File: config.mk
export PLATFORM = sky130hd
export DESIGN_NAME = alu_fu_pipe
export DESIGN_NICKNAME = d
export VERILOG_FILES = /design/src/rtl/alu_fu_pipe.sv
export SDC_FILE = /design/constraint.sdc
export NUM_CORES = 1
export LEC_CHECK = 0
export ABC_AREA = 1
export BUFFER_PORTS_ARGS = -buffer_cell sky130_fd_sc_hd__buf_2
export CAP_MARGIN = 10
export CELL_PAD_IN_SITES_DETAIL_PLACEMENT = 1
export CELL_PAD_IN_SITES_GLOBAL_PLACEMENT = 1
export CORE_ASPECT_RATIO = 0.6
export CORE_UTILIZATION = 38
export CTS_BUF_LIST = sky130_fd_sc_hd__clkbuf_16
export CTS_CLUSTER_DIAMETER = 60
export DETAILED_ROUTE_END_ITERATION = 8
export HOLD_SLACK_MARGIN = 0.03
export PLACE_DENSITY_LB_ADDON = 0.12
export SLEW_MARGIN = 10
export SYNTH_ARGS = -nofsm -noshare
export SYNTH_HDL_FRONTEND = slang
export SYNTH_SLANG_ARGS = --single-unit
File: constraint.sdc
create_clock -name clk -period 2.9 [get_ports clk]
set_input_delay 0.58 -clock clk [delete_from_list [all_inputs] [get_ports clk]]
set_output_delay 0.58 -clock clk [all_outputs]
set_load 0.05 [all_outputs]
File: src/rtl/alu_fu_pipe.sv
// ALU functional unit: computes one op per issue and queues the result for CDB and ROB delivery.
// Latency: 1 cycle from accepted issue to result at the head when the buffer is empty.
// Backpressure: busy while all DEPTH entries are held; the head pops only after both channels have taken it.
//
// Ports:
//   clk, rst                      clock, synchronous active-high reset
//   input_transmit, opcode,       issue valid, operation, operands,
//   operand_a/b, wbs, flags,      writeback selector, flags (bit0 = carry-in),
//   robid                         and ROB id of the issued op
//   cdb_transmit / _out, cdb_id,  CDB grant / valid, tag and result of the head entry
//   cdb_val
//   rob_transmit / _out,          ROB grant / valid and full head-entry payload
//   robid_out, flags_out,
//   wbs_out, value_out
//   busy                          issue stall (buffer full)
module alu_fu_pipe #(
    parameter int DATA_W  = 8,
    parameter int ROBID_W = 8,
    parameter int TAG_W   = 4,
    parameter int DEPTH   = 4
) (
    input  logic               clk,
    input  logic               rst,
    input  logic               input_transmit,
    input  logic [3:0]         opcode,
    input  logic [DATA_W-1:0]  operand_a,
    input  logic [DATA_W-1:0]  operand_b,
    input  logic [7:0]         wbs,
    input  logic [7:0]         flags,
    input  logic [ROBID_W-1:0] robid,
    input  logic               cdb_transmit,
    output logic               cdb_transmit_out,
    output logic [TAG_W-1:0]   cdb_id,
    output logic [DATA_W-1:0]  cdb_val,
    input  logic               rob_transmit,
    output logic               rob_transmit_out,
    output logic [ROBID_W-1:0] robid_out,
    output logic [7:0]         flags_out,
    output logic [7:0]         wbs_out,
    output logic [DATA_W-1:0]  value_out,
    output logic               busy
);
    localparam int MSB   = DATA_W - 1;
    localparam int SH_W  = $clog2(DATA_W);
    localparam int PTR_W = $clog2(DEPTH);
    localparam int CNT_W = PTR_W + 1;

    localparam logic [3:0] OP_ADD = 4'd0,  OP_ADC = 4'd1,  OP_SUB = 4'd2,  OP_SBC = 4'd3;
    localparam logic [3:0] OP_AND = 4'd4,  OP_OR  = 4'd5,  OP_XOR = 4'd6,  OP_PASS = 4'd7;
    localparam logic [3:0] OP_SHL = 4'd8,  OP_SHR = 4'd9,  OP_SAR = 4'd10, OP_CMP = 4'd11;

    // ---------------- ALU ----------------
    logic [DATA_W:0]   w_cin_x;
    logic [SH_W-1:0]   w_sh;
    logic [DATA_W:0]   w_add_x, w_sub_x, w_shl_x, w_shr_x, w_sar_x;
    logic [DATA_W-1:0] w_res;
    logic              w_c, w_z, w_n, w_v, w_ill, w_cmp, w_no_cdb;
    logic [7:0]        w_flags;
    logic              w_unused_flags;

    assign w_unused_flags = ^flags[7:1];
    assign w_cin_x = {{DATA_W{1'b0}}, flags[0]};
    assign w_sh    = operand_b[SH_W-1:0];

    // The extra bit of each shift catches the last bit shifted out (zero when w_sh == 0).
    assign w_add_x = {1'b0, operand_a} + {1'b0, operand_b} + ((opcode == OP_ADC) ? w_cin_x : '0);
    assign w_sub_x = {1'b0, operand_a} - {1'b0, operand_b} - ((opcode == OP_SBC) ? w_cin_x : '0);
    assign w_shl_x = {1'b0, operand_a} << w_sh;
    assign w_shr_x = {operand_a, 1'b0} >> w_sh;
    assign w_sar_x = $signed({operand_a, 1'b0}) >>> w_sh;

    always_comb begin
        w_res = '0;
        w_c   = 1'b0;
        w_v   = 1'b0;
        w_ill = 1'b0;
        w_cmp = 1'b0;
        case (opcode)
            OP_ADD, OP_ADC: begin
                w_res = w_add_x[MSB:0];
                w_c   = w_add_x[DATA_W];
                w_v   = (operand_a[MSB] == operand_b[MSB]) && (w_add_x[MSB] != operand_a[MSB]);
            end
            OP_SUB, OP_SBC, OP_CMP: begin
                w_res = (opcode == OP_CMP) ? operand_a : w_sub_x[MSB:0];
                w_cmp = (opcode == OP_CMP);
                w_c   = w_sub_x[DATA_W];   // borrow
                w_v   = (operand_a[MSB] != operand_b[MSB]) && (w_sub_x[MSB] != operand_a[MSB]);
            end
            OP_AND:  w_res = operand_a & operand_b;
            OP_OR:   w_res = operand_a | operand_b;
            OP_XOR:  w_res = operand_a ^ operand_b;
            OP_PASS: w_res = operand_b;
            OP_SHL: begin
                w_res = w_shl_x[MSB:0];
                w_c   = w_shl_x[DATA_W];
            end
            OP_SHR: begin
                w_res = w_shr_x[DATA_W:1];
                w_c   = w_shr_x[0];
            end
            OP_SAR: begin
                w_res = w_sar_x[DATA_W:1];
                w_c   = w_sar_x[0];
            end
            default: w_ill = 1'b1;
        endcase
    end

    // CMP reports Z/N of the difference; illegal ops report only the illegal bit.
    assign w_z      = !w_ill && (w_cmp ? (w_sub_x[MSB:0] == '0) : (w_res == '0));
    assign w_n      = !w_ill && (w_cmp ? w_sub_x[MSB] : w_res[MSB]);
    assign w_flags  = {w_ill, 3'b000, w_v, w_n, w_z, w_c};
    assign w_no_cdb = w_cmp || w_ill;

    // ---------------- result buffer ----------------
    logic [DATA_W-1:0]  r_val   [DEPTH];
    logic [7:0]         r_flg   [DEPTH];
    logic [7:0]         r_wbs   [DEPTH];
    logic [ROBID_W-1:0] r_rid   [DEPTH];
    logic [DEPTH-1:0]   r_cdb_done, r_rob_done;
    logic [PTR_W-1:0]   r_head, r_tail;
    logic [CNT_W-1:0]   r_count;

    logic w_head_vld, w_push, w_pop, w_cdb_xfer, w_rob_xfer;

    assign busy             = (r_count == CNT_W'(DEPTH));
    assign w_head_vld       = (r_count != '0);
    assign w_push           = input_transmit && !busy;
    assign cdb_transmit_out = w_head_vld && !r_cdb_done[r_head];
    assign rob_transmit_out = w_head_vld && !r_rob_done[r_head];
    assign w_cdb_xfer       = cdb_transmit_out && cdb_transmit;
    assign w_rob_xfer       = rob_transmit_out && rob_transmit;
    // Pop once both channels are done, counting a transfer happening at this edge.
    assign w_pop            = w_head_vld && (r_cdb_done[r_head] || w_cdb_xfer)
                                         && (r_rob_done[r_head] || w_rob_xfer);

    always_ff @(posedge clk) begin
        if (rst) begin
            r_count    <= '0;
            r_head     <= '0;
            r_tail     <= '0;
            r_cdb_done <= '0;
            r_rob_done <= '0;
        end else begin
            // Tail and head coincide only when empty (no transfer) or full (no push).
            if (w_push) begin
                r_tail             <= r_tail + PTR_W'(1);
                r_cdb_done[r_tail] <= w_no_cdb;
                r_rob_done[r_tail] <= 1'b0;
            end
            if (w_pop) begin
                r_head <= r_head + PTR_W'(1);
            end else begin
                if (w_cdb_xfer) r_cdb_done[r_head] <= 1'b1;
                if (w_rob_xfer) r_rob_done[r_head] <= 1'b1;
            end
            case ({w_push, w_pop})
                2'b10:   r_count <= r_count + CNT_W'(1);
                2'b01:   r_count <= r_count - CNT_W'(1);
                default: r_count <= r_count;
            endcase
        end
    end

    // Payload storage needs no reset: outputs are gated by the channel valids.
    always_ff @(posedge clk) begin
        if (!rst && w_push) begin
            r_val[r_tail] <= w_res;
            r_flg[r_tail] <= w_flags;
            r_wbs[r_tail] <= wbs;
            r_rid[r_tail] <= robid;
        end
    end

    assign cdb_id    = cdb_transmit_out ? r_wbs[r_head][TAG_W-1:0] : '0;
    assign cdb_val   = cdb_transmit_out ? r_val[r_head] : '0;
    assign robid_out = rob_transmit_out ? r_rid[r_head] : '0;
    assign flags_out = rob_transmit_out ? r_flg[r_head] : '0;
    assign wbs_out   = rob_transmit_out ? r_wbs[r_head] : '0;
    assign value_out = rob_transmit_out ? r_val[r_head] : '0;
endmodule

==> flow_summary.toml <==
[die]
io_pins = 96
fp.dieArea_mm2 = 0.0210
start_util_pct = 38.8
fp.dieH_um = 113
design.core.area_mm2 = 0.0200
die_x_um = 187
row_count = 40

[yosys]
synth_area_mm2 = 0.00776
synth.area.top_cells = "edfxtp_1 45%, nand2_1 10%, nor2_1 8.0%, ha_1 6.4%, dfxtp_1 4.4%"
synth-edff-count = 116
avgSynthCellArea_um2 = 8.34
synthFlopType = "edfxtp_1"
yosysTopAreaCell = "edfxtp_1"
syn_inst = 931
ys_types = 42
ys_seq_area_share_pct = 49.2
synth_top_cell_area_share_pct = 44.9
ys_ff_latch = 133
yosysWarnings = 0
ys_async_sr_fraction_pct = 0

[grt]
grt_max_degree = 43
antenna_found_initial = 0
grt_pass1_wl_mm = 40.0
grt_use_total_pct = 24.9
grt-ovfl-total = 0
grt_pass1_vias = 7069

[sta]
hold_viol = 0
slew_headroom_pct = 53.7
fin_skew_ps = 9.27
tightest_slew_ps = 692
period_minus_slack_ps = 2750
period_share_pct = 95.0
fin_setup_tns_ps = 0
slew_viol_final = 0
max_freq_ghz = 0.363
setup_ws_ps = 146
setup_viol = 0

[route]
wire_per_inst_um = 18.4
routed_wl_mm = 25.5
drc = 0
drt_iter0_drc = 605
vias = 7136
drtAntennaViolNets = 0
dr.pass1.iters = 7
vias_per_cell = 5.17

[clocking]
clk_latency_ps = 420
htree_num_levels = 4
cts-root-buf = "clkbuf_16"
cts_tree = "built"
numCtsBuffers = 17
cts_sinks = 133
clockBufferDepth = 2
path_clk_slew_ps = 60

[setup_path]
slowest_delay_ps = 350
crit_arrival_ps = 2920
reg2reg_slack_ps = 290
cp-start-kind = "input pin"
criticalPathCategory = "input pin to flop"
path_cells = "buf_2 > buf_4 > nand2_1 > nor2_4 > fa_2 > inv_1 > fa_1 > inv_1 > nand3_1 > nand2_1 > a21oi_1 > o21ai_1 > nand2_1 > buf_4 > a21oi_1 > o21ai_0 > o211ai_1 > buf_4"
critPathMaxFanout = 4
required_ps = 3070
crit_path_end_kind = "flop"
crit_path_top_delay_cell = "fa_2"
reg2reg_depth = 15

[power_and_ir_drop]
internal_power_uw = 4830
combPwrFrac_pct = 53.1
switching_share_pct = 49.0
p_per_area_mw_per_mm2 = 962
p_seq_share_pct = 24.7
p_leak_uw = 0.00437
peakVddDrop_mv = 1.31
p_clk_share_pct = 22.3
p_sw_uw = 4650

[final_layout]
fin_cells = 1381
fin_area_mm2 = 0.00985
diodes = 0
post-route-util_pct = 49.2
multi_input_area_mm2 = 0.00360
fin_nets = 1189
drive_gt1_share_pct = 23.1
layout.area.seq_mm2 = 0.00383
areaGrowthSynthToFinish_pct = 26.8
fillCellCount = 2437

[run_status]
status = "complete, no violations"

[worst_hold_path]
hp-class = "input pin to flop"
holdPathStages = 1

[run]
cap_violations = 0

[place]
placed_area_mm2 = 0.00918
pre_cts_ws_ps = -492
dp_hpwl_mm = 18.8
gp_congestion = 0.908
dp.cells = 1347
port-buffer-count = 85
==> kinds of logic (layout without fill, tap and decap cells) <==
logic type / after synthesis / count (layout) / share of synthesized area (%)
and+or+nand+nor: 465 / 465 / 24.3
adders and majority gates: 45 / 45 / 7.73
xor gates and xnor gates: 5 / 5 / 0.564
AOI/OAI and AO/OA: 155 / 155 / 11.7
buffers and inverters: 127 / 302 / 6.51
other: 1 / 3 / 0.0483
DFF: 133 / 133 / 49.2
==> cell usage in the layout (no fill, tap or decap), types with 2 or more instances in the layout <==
cell type | Yosys | layout
o21a_1 | 3 | 3
clkinvlp_4 | 0 | 3
fa_1 | 5 | 2
inv_1 | 82 | 85
ha_1 | 40 | 39
o21bai_1 | 4 | 4
nor2_1 | 166 | 150
conb_1 | 1 | 3
fa_2 | 0 | 3
dfxtp_1 | 17 | 15
nand4_1 | 10 | 10
a21oi_1 | 63 | 55
nand3_1 | 59 | 58
o211ai_1 | 3 | 3
bufinv_16 | 0 | 3
o21ai_1 | 3 | 6
buf_2 | 8 | 83
inv_2 | 6 | 6
dfxtp_2 | 0 | 2
nor2_4 | 1 | 7
nor3_1 | 6 | 5
o21ai_0 | 52 | 49
nor2_2 | 4 | 14
clkbuf_16 | 0 | 17
buf_12 | 0 | 2
o22ai_1 | 2 | 2
a211oi_1 | 5 | 5
buf_4 | 3 | 94
edfxtp_1 | 116 | 116
nand2_2 | 3 | 4
a21oi_2 | 1 | 9
xnor2_1 | 3 | 2
clkinv_1 | 2 | 7
a32o_1 | 12 | 12
nand2_1 | 214 | 213
==> Yosys cell counts (2+ instances only) <==
cell      count
nor3_1        6
clkinv_1      2
ha_1         40
a211oi_1      5
edfxtp_1    116
o21ai_0      52
buf_4         3
inv_1        82
inv_2         6
fa_1          5
o21bai_1      4
nand2_1     214
o21a_1        3
a32o_1       12
nor2_1      166
nand4_1      10
a21oi_1      63
buf_1         4
o22ai_1       2
clkbuf_1     21
xnor2_1       3
nand2_2       3
buf_2         8
dfxtp_1      17
o21ai_1       3
nor2_2        4
xor2_1        2
o211ai_1      3
nand3_1      59
==> critical path: cells and delay by family <==
kind | cells | cell delay [ps]
compound gates | 5 | 660
fa+ha+maj | 2 | 550
buf+inv | 6 | 700
simple gates | 5 | 430
==> what timing repair did <==
item,in CTS,in global routing
endpoints found under the setup margin,13,37
setup buffers,0,2
pin swaps,0,10
endpoints found under the hold margin,0,0
gates resized for setup,6,18
hold buffers,0,0
==> state kept, by name, indices dropped and copies added, names as in the netlist, 3 cells and up, named ones only <==
| name | cells |
|---|---|
| r_rid | 32 |
| r_val | 32 |
| r_wbs | 32 |
| r_flg | 20 |
| r_cdb_done | 4 |
| r_rob_done | 4 |
| r_count | 3 |
==> power groups by stage <==
stage	Clock (µW)	Sequential [µW]	Combinational, µW
2_1_floorplan	0	2340	3610
3_3_place_gp	0	2370	4890
3_5_place_dp	0	2370	4950
4_1_cts	2130	2340	5010
5_1_grt	2210	2350	5400
6_report	2110	2340	5030
==> layer usage <==
layer  vias to the layer above  routed length [µm]  track usage (%)
li1                       3441                   -                -
met1                      3468               13400             38.8
met2                       207               10100             34.4
met3                        20                1770             6.14
met4                         0                 195             5.36
met5                         -                   0                0
==> area by class of cell <==
type | count | share of cell area, %
clock buffers | 17 | 4.32
clock inverters | 15 | 1.50
inverters | 90 | 3.43
multi-input cells | 673 | 36.5
flip-flops and latches | 133 | 38.8
well taps | 273 | 3.47
repair buffers | 180 | 11.9
==> per-stage QoR <==
stage / power (µW) / hold WS [ps]
after detailed placement: 7320 / 455
after CTS: 9470 / 354
final: 9470 / 369
after global placement: 7260 / 456
after floorplan: 5950 / 441
after global routing: 9960 / 362
==> path summary, 6_finish.rpt <==
kind / to / from
setup / recovery: r_flg[0][0] / opcode[0]
hold / removal: r_rid[1][7] / robid[7]
setup reg to reg: r_count[2] / r_head[1]
hold reg to reg: r_rob_done[0] / r_rob_done[0]
Power figures use the tool's default switching activity.
